<file path="config.mk">
export PLATFORM = sky130hd
export DESIGN_NAME = ram_arbiter
export DESIGN_NICKNAME = d
export VERILOG_FILES = /design/src/rtl/ram_arbiter.sv
export SDC_FILE = /design/constraint.sdc
export NUM_CORES = 1
export LEC_CHECK = 0
export CAP_MARGIN = 5
export CORE_AREA = 4 4 72 74
export CTS_CLUSTER_SIZE = 12
export DETAILED_ROUTE_END_ITERATION = 8
export DIE_AREA = 0 0 76 78
export PLACE_DENSITY = 0.81
export SYNTH_ARGS = -nofsm -noshare
export SYNTH_HDL_FRONTEND = slang
export SYNTH_SLANG_ARGS = --single-unit
</file>
<file path="constraint.sdc">
create_clock -name clk -period 4 [get_ports clk]
set_input_delay 0.4 -clock clk [delete_from_list [all_inputs] [get_ports clk]]
set_output_delay 0.4 -clock clk [all_outputs]
set_load 0.01 [all_outputs]
</file>
<file path="src/rtl/ram_arbiter.sv">
// ram_arbiter: two-port arbiter and sequencer in front of the single-port
// `ram` block. Port 0 is the data-access path, port 1 the instruction-fetch
// path. One access is in flight at a time: IDLE picks a winner, ISSUE drives
// a one-cycle read or write strobe, WAIT holds until the matching ready flag
// (or a watchdog timeout), then the winner gets a one-cycle ack.
//
// Optional build macro: RAM_ARB_RR_EN
//   defined   -> round-robin tie break with a 1-bit preferred-port pointer
//   undefined -> fixed priority, port 0 wins ties
//
// Parameters:
//   ADDR_W   address width (matches `ram` size_addr)
//   TIMEOUT  WAIT cycles allowed before the access is aborted (1..15)
//
// Ports:
//   clk, reset            clock, synchronous active-high reset
//   pN_req/we/addr/wdata  port N request, held until pN_ack
//   pN_ack/err/rdata      one-cycle completion, timeout flag, read data
//   ram_read/ram_write    one-cycle strobes to `ram`
//   ram_address/data_in   address and write data to `ram`
//   ram_data_out          read data from `ram`
//   ram_ready_r/_w        read/write ready flags from `ram`
//   busy                  high while in ISSUE or WAIT
module ram_arbiter #(
    parameter int ADDR_W  = 8,
    parameter int TIMEOUT = 4
) (
    input  logic              clk,
    input  logic              reset,
    input  logic              p0_req,
    input  logic              p0_we,
    input  logic [ADDR_W-1:0] p0_addr,
    input  logic [7:0]        p0_wdata,
    output logic              p0_ack,
    output logic              p0_err,
    output logic [7:0]        p0_rdata,
    input  logic              p1_req,
    input  logic              p1_we,
    input  logic [ADDR_W-1:0] p1_addr,
    input  logic [7:0]        p1_wdata,
    output logic              p1_ack,
    output logic              p1_err,
    output logic [7:0]        p1_rdata,
    output logic              ram_read,
    output logic              ram_write,
    output logic [ADDR_W-1:0] ram_address,
    output logic [7:0]        ram_data_in,
    input  logic [7:0]        ram_data_out,
    input  logic              ram_ready_r,
    input  logic              ram_ready_w,
    output logic              busy
);

    typedef enum logic [1:0] {
        ST_IDLE  = 2'd0,
        ST_ISSUE = 2'd1,
        ST_WAIT  = 2'd2
    } state_t;

    // Last WAIT count value before the watchdog fires.
    localparam logic [3:0] CNT_LAST = 4'(TIMEOUT - 1);

    state_t            state_q, state_d;
    logic              owner_q, owner_d;
    logic              op_we_q, op_we_d;
    logic [3:0]        cnt_q, cnt_d;
    logic              ram_read_q, ram_read_d;
    logic              ram_write_q, ram_write_d;
    logic [ADDR_W-1:0] ram_address_q, ram_address_d;
    logic [7:0]        ram_data_in_q, ram_data_in_d;
    logic              p0_ack_q, p0_ack_d;
    logic              p0_err_q, p0_err_d;
    logic [7:0]        p0_rdata_q, p0_rdata_d;
    logic              p1_ack_q, p1_ack_d;
    logic              p1_err_q, p1_err_d;
    logic [7:0]        p1_rdata_q, p1_rdata_d;
    logic              busy_q, busy_d;
`ifdef RAM_ARB_RR_EN
    logic              rr_ptr_q, rr_ptr_d;
`endif

    logic elig0, elig1, win1, ready_hit;

    always_comb begin
        // NOTE: every signal written here gets a default first, so no path
        // through the case leaves one unassigned and no latch is inferred.
        state_d       = state_q;
        owner_d       = owner_q;
        op_we_d       = op_we_q;
        cnt_d         = cnt_q;
        ram_address_d = ram_address_q;
        ram_data_in_d = ram_data_in_q;
        p0_rdata_d    = p0_rdata_q;
        p1_rdata_d    = p1_rdata_q;
        ram_read_d    = 1'b0;
        ram_write_d   = 1'b0;
        p0_ack_d      = 1'b0;
        p0_err_d      = 1'b0;
        p1_ack_d      = 1'b0;
        p1_err_d      = 1'b0;
`ifdef RAM_ARB_RR_EN
        rr_ptr_d      = rr_ptr_q;
`endif

        // A port in its ack cycle is not eligible, so a held req is not
        // granted a second time on the back of the same access.
        elig0 = p0_req & ~p0_ack_q;
        elig1 = p1_req & ~p1_ack_q;
`ifdef RAM_ARB_RR_EN
        win1  = elig1 & (~elig0 | rr_ptr_q);
`else
        win1  = elig1 & ~elig0;
`endif
        // Only the flag matching the latched op counts.
        ready_hit = op_we_q ? ram_ready_w : ram_ready_r;

        case (state_q)
            ST_IDLE: begin
                if (elig0 | elig1) begin
                    owner_d       = win1;
                    op_we_d       = win1 ? p1_we    : p0_we;
                    ram_address_d = win1 ? p1_addr  : p0_addr;
                    ram_data_in_d = win1 ? p1_wdata : p0_wdata;
                    ram_read_d    = ~op_we_d;
                    ram_write_d   = op_we_d;
                    state_d       = ST_ISSUE;
`ifdef RAM_ARB_RR_EN
                    rr_ptr_d      = ~win1;
`endif
                end
            end
            ST_ISSUE: begin
                cnt_d   = '0;
                state_d = ST_WAIT;
            end
            ST_WAIT: begin
                if (ready_hit || cnt_q == CNT_LAST) begin
                    state_d = ST_IDLE;
                    if (owner_q) begin
                        p1_ack_d = 1'b1;
                        p1_err_d = ~ready_hit;
                        if (ready_hit && !op_we_q) p1_rdata_d = ram_data_out;
                    end else begin
                        p0_ack_d = 1'b1;
                        p0_err_d = ~ready_hit;
                        if (ready_hit && !op_we_q) p0_rdata_d = ram_data_out;
                    end
                end else begin
                    cnt_d = cnt_q + 4'd1;
                end
            end
            default: state_d = ST_IDLE;
        endcase

        busy_d = (state_d != ST_IDLE);
    end

    // NOTE: state registers use non-blocking assignments so every flop
    // samples the pre-edge values and simulation ordering cannot matter.
    always_ff @(posedge clk) begin
        if (reset) begin
            state_q       <= ST_IDLE;
            owner_q       <= 1'b0;
            op_we_q       <= 1'b0;
            cnt_q         <= '0;
            ram_read_q    <= 1'b0;
            ram_write_q   <= 1'b0;
            ram_address_q <= '0;
            ram_data_in_q <= '0;
            p0_ack_q      <= 1'b0;
            p0_err_q      <= 1'b0;
            p0_rdata_q    <= '0;
            p1_ack_q      <= 1'b0;
            p1_err_q      <= 1'b0;
            p1_rdata_q    <= '0;
            busy_q        <= 1'b0;
`ifdef RAM_ARB_RR_EN
            rr_ptr_q      <= 1'b0;
`endif
        end else begin
            state_q       <= state_d;
            owner_q       <= owner_d;
            op_we_q       <= op_we_d;
            cnt_q         <= cnt_d;
            ram_read_q    <= ram_read_d;
            ram_write_q   <= ram_write_d;
            ram_address_q <= ram_address_d;
            ram_data_in_q <= ram_data_in_d;
            p0_ack_q      <= p0_ack_d;
            p0_err_q      <= p0_err_d;
            p0_rdata_q    <= p0_rdata_d;
            p1_ack_q      <= p1_ack_d;
            p1_err_q      <= p1_err_d;
            p1_rdata_q    <= p1_rdata_d;
            busy_q        <= busy_d;
`ifdef RAM_ARB_RR_EN
            rr_ptr_q      <= rr_ptr_d;
`endif
        end
    end

    assign ram_read    = ram_read_q;
    assign ram_write   = ram_write_q;
    assign ram_address = ram_address_q;
    assign ram_data_in = ram_data_in_q;
    assign p0_ack      = p0_ack_q;
    assign p0_err      = p0_err_q;
    assign p0_rdata    = p0_rdata_q;
    assign p1_ack      = p1_ack_q;
    assign p1_err      = p1_err_q;
    assign p1_rdata    = p1_rdata_q;
    assign busy        = busy_q;

endmodule

</file>
After elaboration in Yosys (flattened, before gate mapping)

Cells that the tools add are included.

Mux-type cells: 11
Magnitude comparators: 0
Shifts and indexed selects: 0
Div/mod/pow operators: 0
Equal/unequal tests: 4
Reduce and logical (&&, ||, !) cells: 14
$add $sub $neg: 1
Bitwise operators: 14
$mul: 0

Operator list:

| cell                                                             | number |
|---|---|
| 8-bit two-way mux                                                | 2 |
| 1-bit inverter                                                   | 10 |
| 4-bit case mux with 2 select lines                               | 1 |
| 4-bit AND reduction                                              | 2 |
| 4-bit OR reduction                                               | 2 |
| 2-bit case mux with 3 select lines                               | 1 |
| 3-bit OR reduction                                               | 2 |
| 4-bit by 1-bit adder with 4-bit output (second input constant)   | 1 |
| 4-bit by 2-bit == test with 1-bit output (second input constant) | 1 |
| 1-bit two-way mux                                                | 4 |
| 2-bit two-way mux                                                | 2 |
| 4-bit two-way mux                                                | 1 |
| 2-bit AND reduction                                              | 2 |
| 2-bit nonzero test                                               | 2 |
| 1-bit AND                                                        | 3 |
| 2-bit by 1-bit == test with 1-bit output (second input constant) | 1 |
| 2-bit == test (second input constant)                            | 1 |
| 2-bit zero test                                                  | 1 |
| 2-bit != test (second input constant)                            | 1 |
| 1-bit logical AND                                                | 1 |
| 1-bit zero test                                                  | 1 |
| 1-bit logical OR                                                 | 1 |
| 1-bit bitwise OR                                                 | 1 |

Output and inout port bits: 39
Word-level logic and storage cells: 59
Bits in writable memories: 0
Input port bits: 48
Register bits: 47
ROM bits: 0
Memories kept: 0
Latch bits: 0

Logic depth before layout (Yosys ltp)

Gate-level depths: netlist of the first run.

Depth after elaboration: 6
Mapped depth: 5
Depth with buffers taken out: 5

Worst setup path before layout of the first run

No wires, ideal clock.

Path kind: register to register
From: register cnt_q[0]
To: register cnt_q[0]
Path buffers: 0
Setup slack: 2.539 ns
Period minus slack after synthesis: 1.461 ns
Cell stages (with the launch flop): 6
Required time: 3.925 ns
Arrival: 1.386 ns
Setup time: 0.075 ns
Cells stage by stage: dfxtp_1 > ha_1 > nor3b_1 > and2b_1 > a211o_1 > a31oi_1

Cells in the longest elaborated chain, start to end: 4
Elaborated cells between the ends (all ways): 7
Classes of those cells: 1 x add/sub; 2 x eq/ne; 2 x mux; 2 x reduce/logical

RTL lines:

| what                                                                                           | line | RTL |
|---|---|---|
| start: declaration                                                                             | 66   | `logic [3:0] cnt_q, cnt_d;` |
| start signal: assignment                                                                       | 184  | `cnt_q <= cnt_d;` |
| parallel branches: the longest is 4 deep, another holds 4-bit by 1-bit adder with 4-bit output | --   |  |

Parallel ways; which one is timed is not known. The select of a mux whose other input is x is not followed.
A chain may end at the register's enable or synchronous reset.

Final worst setup path of the first run

From: register state_q[1]
To: register p1_rdata_q[2], in the netlist p1_rdata[2]

Cells in the longest elaborated chain, start to end: 2

RTL lines:

| what                                 | line | RTL |
|---|---|---|
| start: declaration                   | 63   | `state_t state_q, state_d;` |
| start signal: assignment             | 181  | `state_q <= state_d;` |
| 2-bit == test                        | 117  | `case (state_q)` |
| 4-bit AND reduction (no source line) | --   |  |
| end signal: assignment               | 194  | `p1_rdata_q <= p1_rdata_d;` |
| end: declaration                     | 76   | `logic [7:0] p1_rdata_q, p1_rdata_d;` |

No other way between the ends.

==> results of run 1 <==
layout make-up:
| type | instances | share of cell area, % |
|---|---|---|
| clock buffer | 8 | 3.435 |
| inverter | 1 | 0.1288 |
| multi-input combinational | 155 | 32.03 |
| sequential | 47 | 32.29 |
| tap | 54 | 2.319 |
| timing repair buffer | 87 | 29.80 |
routing by layer:
metal / vias to the layer above / share of wire (%)
met3: 6 / 9.4
met4: 0 / 1.1
li1: 910 / -
met1: 852 / 45
met5: - / 0
met2: 76 / 45
layout by cell type (no fill, tap or decap), types with 2 or more instances in the layout:
cell type,count
clkdlybuf4s50_1,86
dfxtp_1,47
nor2_1,41
nand2_1,21
mux2i_1,19
a21oi_1,18
a211oi_1,15
nor2b_1,7
clkbuf_8,7
nand3_1,4
o21ai_0,3
nand2b_1,3
nor2_2,2
and2_1,2
a31oi_1,2
nor4_1,2
cells by family (layout without fill, tap and decap cells):
group / after synthesis / count (layout) / synth area share (%)
adder cells (fa/ha/maj): 1 / 1 / 0.6463
AND/OR/NAND/NOR: 90 / 90 / 22.04
flip-flops: 47 / 47 / 48.61
buffers and inverters: 13 / 96 / 3.167
AO/OA/AOI/OAI: 45 / 45 / 15.71
multiplexers: 19 / 19 / 9.825
worst max path at each step:
stage	cells after the start	to	slack, ns
6_report	4	p1_rdata[2]$_SDFFE_PP0P_	2.09
2_1_floorplan	5	cnt_q[0]$_SDFFE_PP0P_	2.54
5_1_grt	4	p1_rdata[2]$_SDFFE_PP0P_	1.90
4_1_cts	4	p1_rdata[2]$_SDFFE_PP0P_	2.06
3_3_place_gp	5	op_we_q$_SDFFE_PP0N_	1.80
3_5_place_dp	5	op_we_q$_SDFFE_PP0N_	1.77
report_power, final:
part	leakage [nW]	internal (W)	switching, W
Sequential	0.384	0.000498	0.0000237
Combinational	0.674	0.000122	0.0000995
Clock	0.0515	0.000158	0.000152
metrics by stage:
stage	utilization, %	hold WS, ns
2_1_floorplan	-	0.4722
3_3_place_gp	61.20	0.4732
3_5_place_dp	61.20	0.4816
4_1_cts	63.37	0.5033
5_1_grt	63.37	0.5328
6_report	63.37	0.5040
worst min-delay path, delay by kind of cell (launching register included):
family / cells / cell delay, ns
muxes: 1 / 0.07
and+or+nand+nor: 1 / 0.07
DFF: 1 / 0.33
flip-flops by register name, indices dropped and copies added, names as in the netlist, 2 cells and up:
register / flops
p1_rdata: 8
cnt_q: 4
ram_data_in: 8
p0_rdata: 8
ram_address: 8
state_q: 2
==> impl_metrics.ini, run 1 <==
[status]
outcome = complete, no violations

[critical_path]
rr_worst_depth = 4
crit_arrival_ns = 2.07
worstPathRequired_ns = 4.15
path_buf_inv = 0
crit_fanout = 12
cp-end-kind = register
startpoint_type = register
critPathMaxStageDelay_ns = 0.74
slowest_stage = or4b_1
reg2reg_to = p1_rdata[2]$_SDFFE_PP0P_
r2r_start = state_q[1]$_SDFF_PP0_
cp_top_family = simple AND/OR/NAND/NOR gates
path_cells = nand2_1 -> or4b_1 -> mux2i_1 -> nor2_1
crit_type = reg2reg
rrSetupSlack_ns = 2.09
crit_start = state_q[1]$_SDFF_PP0_

[layout]
register_area_sq_um = 940.9
final_area_sq_um = 2914
antennaDiodeCount = 0
final_layout_size_suffix_gt1_share_pct = 4.698
multi_input_area_sq_um = 933.4
fin_nets = 346
n_fill_cell = 414
final_cells = 352
area_growth_pct = 50.55

[drt]
drc_errors = 0
ant_nets = 0
drt_wl_total_microns = 5256
num_vias = 1844
via_per_inst = 5.239
drt_iter0_markers = 93
avgRoutedWirePerCell_microns = 14.93
firstDrtPassIters = 4

[die]
fp.dieH_microns = 78
io_pins = 87
start_util_pct = 42.10
core-area_sq_um = 4598
rows = 25
dieArea_sq_um = 5928
die_w_microns = 76

[sta]
rsz0062_at_grt = false
worst_pin_slew_ns = 1.094
finalHoldViolCount = 0
slew_headroom_pct = 26.87
fin_ws_ns = 2.085
setup_viol = 0
max_freq_mhz = 522.2
finClkSkew_ns = 0.006065
min_period_over_period_pct = 47.87
fin_tns_setup_ns = 0
period_minus_slack_ns = 1.915
slew_violations = 0

[cts]
post_cts_resized = 0
cts.sinks = 47
h-tree-depth = 2
root_buffer = clkbuf_8
clock_latency_ns = 0.30
clk_pin_slew_ns = 0.08
cts_tree = done
cts_buffers = 5
post-cts-setup-buffers = 0
cts_hold_buffers = 0
clockBufferDepth = 2

[placement]
pre_cts_ws_ns = 1.767
dpl.cell_count = 344
postPlaceCellArea_sq_um = 2814
gp_congestion = 0.8095
port_buffers = 86
dp_hpwl_microns = 3737

[yosys]
ys.flop_type = dfxtp_1
async_reset_ff_share_pct = 0
yosysUniqueCellTypes = 34
synth_seq_cells = 47
yosysMostFrequentCell = dfxtp_1
synth_edf_count = 0
yosys.area.top_type = dfxtp_1
synth_nets = 264
ys_seq_area_share_pct = 48.61
yosys_warnings = 0
synth_area_leaders = dfxtp_1 49%, mux2i_1 9.8%, nor2_1 8.0%
yosys-top-cells-count = 47 x dfxtp_1, 41 x nor2_1, 21 x nand2_1
syn-cell-area_sq_um = 1936
synthCells = 215
avgSynthCellArea_sq_um = 9.003
synth.top_cell.area_share_pct = 48.61

[global_route]
antenna_found_initial = 0
grt_max_degree = 29
use_met2_pct = 25.94
top_usage_layer = met2
grt_use_met3_pct = 7.541
grt_pass1_vias = 1787
overflow = 0
grt_pass1_wl_microns = 8576
use_met1_pct = 23.38
grt_use_total_pct = 17.51

[pwr]
power_w = 0.001053
power_leakage_nw = 1.110
p_per_area_nw_per_um2 = 361.3
vdd_ir_drop_max_uv = 176.4

[worst_hold_path]
hp-class = reg2reg
min_from = p1_rdata[3]$_SDFFE_PP0P_
min_to = p1_rdata[3]$_SDFFE_PP0P_
whs_path_depth = 2

[run]
drv_cap = 0
Note: power is estimated with default switching activity, not from simulation.
==> inputs of run 2 (changes only) <==
--- a/config.mk
+++ b/config.mk
@@ -6,11 +6,11 @@
 export NUM_CORES = 1
 export LEC_CHECK = 0
 export CAP_MARGIN = 5
-export CORE_AREA = 4 4 72 74
+export CORE_AREA = 4 4 78 80
 export CTS_CLUSTER_SIZE = 12
 export DETAILED_ROUTE_END_ITERATION = 8
-export DIE_AREA = 0 0 76 78
-export PLACE_DENSITY = 0.81
+export DIE_AREA = 0 0 82 84
+export PLACE_DENSITY = 0.73
 export SYNTH_ARGS = -nofsm -noshare
 export SYNTH_HDL_FRONTEND = slang
 export SYNTH_SLANG_ARGS = --single-unit
==> constraint.sdc (replaced) <==
create_clock -name clk -period 1.6 [get_ports clk]
set_input_delay 0.16 -clock clk [delete_from_list [all_inputs] [get_ports clk]]
set_output_delay 0.16 -clock clk [all_outputs]
set_load 0.01 [all_outputs]
==> run 2 against run 1 <==
Sequential share of layout area decreased by 1.9 points. Cell area increased by 6.4%. Via count increased by 0.65%. Critical path depth increased by 1. Critical endpoint is now p0_ack$_SDFF_PP0_.
==> impl_metrics.ini, run 2 (synthesis results as in run 1) <==
[drt]
num_vias = 1856
drt_iter0_markers = 71
firstDrtPassIters = 4
drt_wl_total_microns = 5259
avgRoutedWirePerCell_microns = 13.62
ant_nets = 0
drc_errors = 0
via_per_inst = 4.808

[die]
dieArea_sq_um = 6888
rows = 27
die_w_microns = 82
core-area_sq_um = 5405
start_util_pct = 35.81
fp.dieH_microns = 84
io_pins = 87

[critical_path]
cp_top_family = simple AND/OR/NAND/NOR gates
startpoint_type = register
slowest_stage = dfxtp_1
rrSetupSlack_ns = 0.11
worstPathRequired_ns = 1.79
path_buf_inv = 1
cp-end-kind = register
path_cells = ha_1 -> nor3b_2 -> and2b_2 -> buf_4 -> nor4_1
crit_arrival_ns = 1.68
crit_fanout = 6
critPathMaxStageDelay_ns = 0.35
crit_type = reg2reg

[layout]
final_layout_size_suffix_gt1_share_pct = 10.51
area_growth_pct = 60.18
antennaDiodeCount = 0
final_cells = 386
layout_common_cells = 86 x clkdlybuf4s50_1, 47 x dfxtp_1, 41 x nor2_1
final_common_cell = clkdlybuf4s50_1
n_fill_cell = 497
fin_nets = 362

[sta]
max_freq_mhz = 670.5
rsz0062_at_grt = false
slew_headroom_pct = 80.45
slew_violations = 0
setup_viol = 0
min_period_over_period_pct = 93.21
finClkSkew_ns = 0.01356
worst_pin_slew_ns = 0.2911
finalHoldViolCount = 0
period_minus_slack_ns = 1.491
fin_ws_ns = 0.1086

[pwr]
power_leakage_nw = 1.207
vdd_ir_drop_max_uv = 570.5
p_per_area_nw_per_um2 = 854.0

[cts]
post-cts-setup-buffers = 0
cts_hold_buffers = 0
cts_buffers = 5
cts_tree = done
clockBufferDepth = 2
cts.sinks = 47
h-tree-depth = 2
root_buffer = clkbuf_8
clk_pin_slew_ns = 0.10
clock_latency_ns = 0.30

[status]
outcome = complete, no violations

[placement]
gp_congestion = 0.7747
pre_cts_ws_ns = -0.1302
dp_hpwl_microns = 3867
port_buffers = 86
dpl.cell_count = 378

[global_route]
grt_pass1_vias = 1821
grt_max_degree = 27
grt_use_total_pct = 15.75
grt_pass1_wl_microns = 8666
antenna_found_initial = 0
overflow = 0

[worst_hold_path]
hp-class = in2reg

[run]
drv_cap = 0
## run 2: cell count changes in the layout (fill, tap and decap cells not counted), moves of 2 or more
cell      delta
buf_4       +12
buf_12       +4
clkbuf_8     -2
clkinv_2     +2
## run 2: report_power, final
| part | switching (W) | internal, W | total (W) |
|---|---|---|---|
| sequential | 0.0000438 | 0.00125 | 0.00129 |
| clock | 0.000413 | 0.000308 | 0.000721 |
| combinational | 0.000275 | 0.000363 | 0.000637 |
| total | 0.000731 | 0.00192 | 0.00265 |
## run 2: final cells by class
class	count	area (sq um)	share of cell area [%]
repair buffers	103	1039	33.49
flip-flops and latches	47	940.9	30.35
multi-input cells	155	939.7	30.31
well taps	72	90.09	2.906
clock buffers	5	68.82	2.220
clock inverters	3	18.77	0.6053
inverters	1	3.754	0.1211
## run 2: through the flow
step / total power (W) / hold WS (ns) / TNS (ns) / cell area, sq um / util (%)
final: 0.002648 / 0.4001 / 0 / 3100 / 57.36
after global routing: 0.002793 / 0.3973 / 0 / 3100 / 57.36
after CTS: 0.002678 / 0.3918 / 0 / 3094 / 57.25
after detailed placement: 0.001959 / 0.4822 / -0.9162 / 3007 / 55.63
after global placement: 0.001949 / 0.4730 / -0.4682 / 3007 / 55.63
after floorplan: 0.001591 / 0.3010 / 0 / 1936 / -
## run 2: timing repair
action / CTS / global route
setup endpoints to repair: 0 / 4
hold endpoints to repair: 0 / 0
gates resized for setup: 0 / 2
## run 2: worst paths after layout
| kind | endpoint | cells after the start | from |
|---|---|---|---|
| hold / removal | ram_address[0]$_SDFFE_PP0N_ | 3 | p1_addr[0] |
| hold reg to reg | p0_rdata[1]$_SDFFE_PP0P_ | 2 | p0_rdata[1]$_SDFFE_PP0P_ |
| setup reg to reg | p0_ack$_SDFF_PP0_ | 5 | cnt_q[0]$_SDFFE_PP0P_ |
| setup / recovery | p0_ack$_SDFF_PP0_ | 5 | cnt_q[0]$_SDFFE_PP0P_ |
## run 2: tightest hold or removal path: cells and delay by family
| family | cells | cell delay [ns] |
|---|---|---|
| compound gates | 1 | 0.05 |
| buf+inv | 1 | 0.39 |
| simple gates | 1 | 0.06 |
## run 2: routing by layer
layer / global-route usage, % / share of wire, % / up-vias
met3: 6.803 / 9.9 / 7
met1: 20.17 / 45 / 844
met2: 24.25 / 45 / 65
li1: - / - / 940
met4: 3.625 / 0.97 / 0
met5: 0 / 0 / -
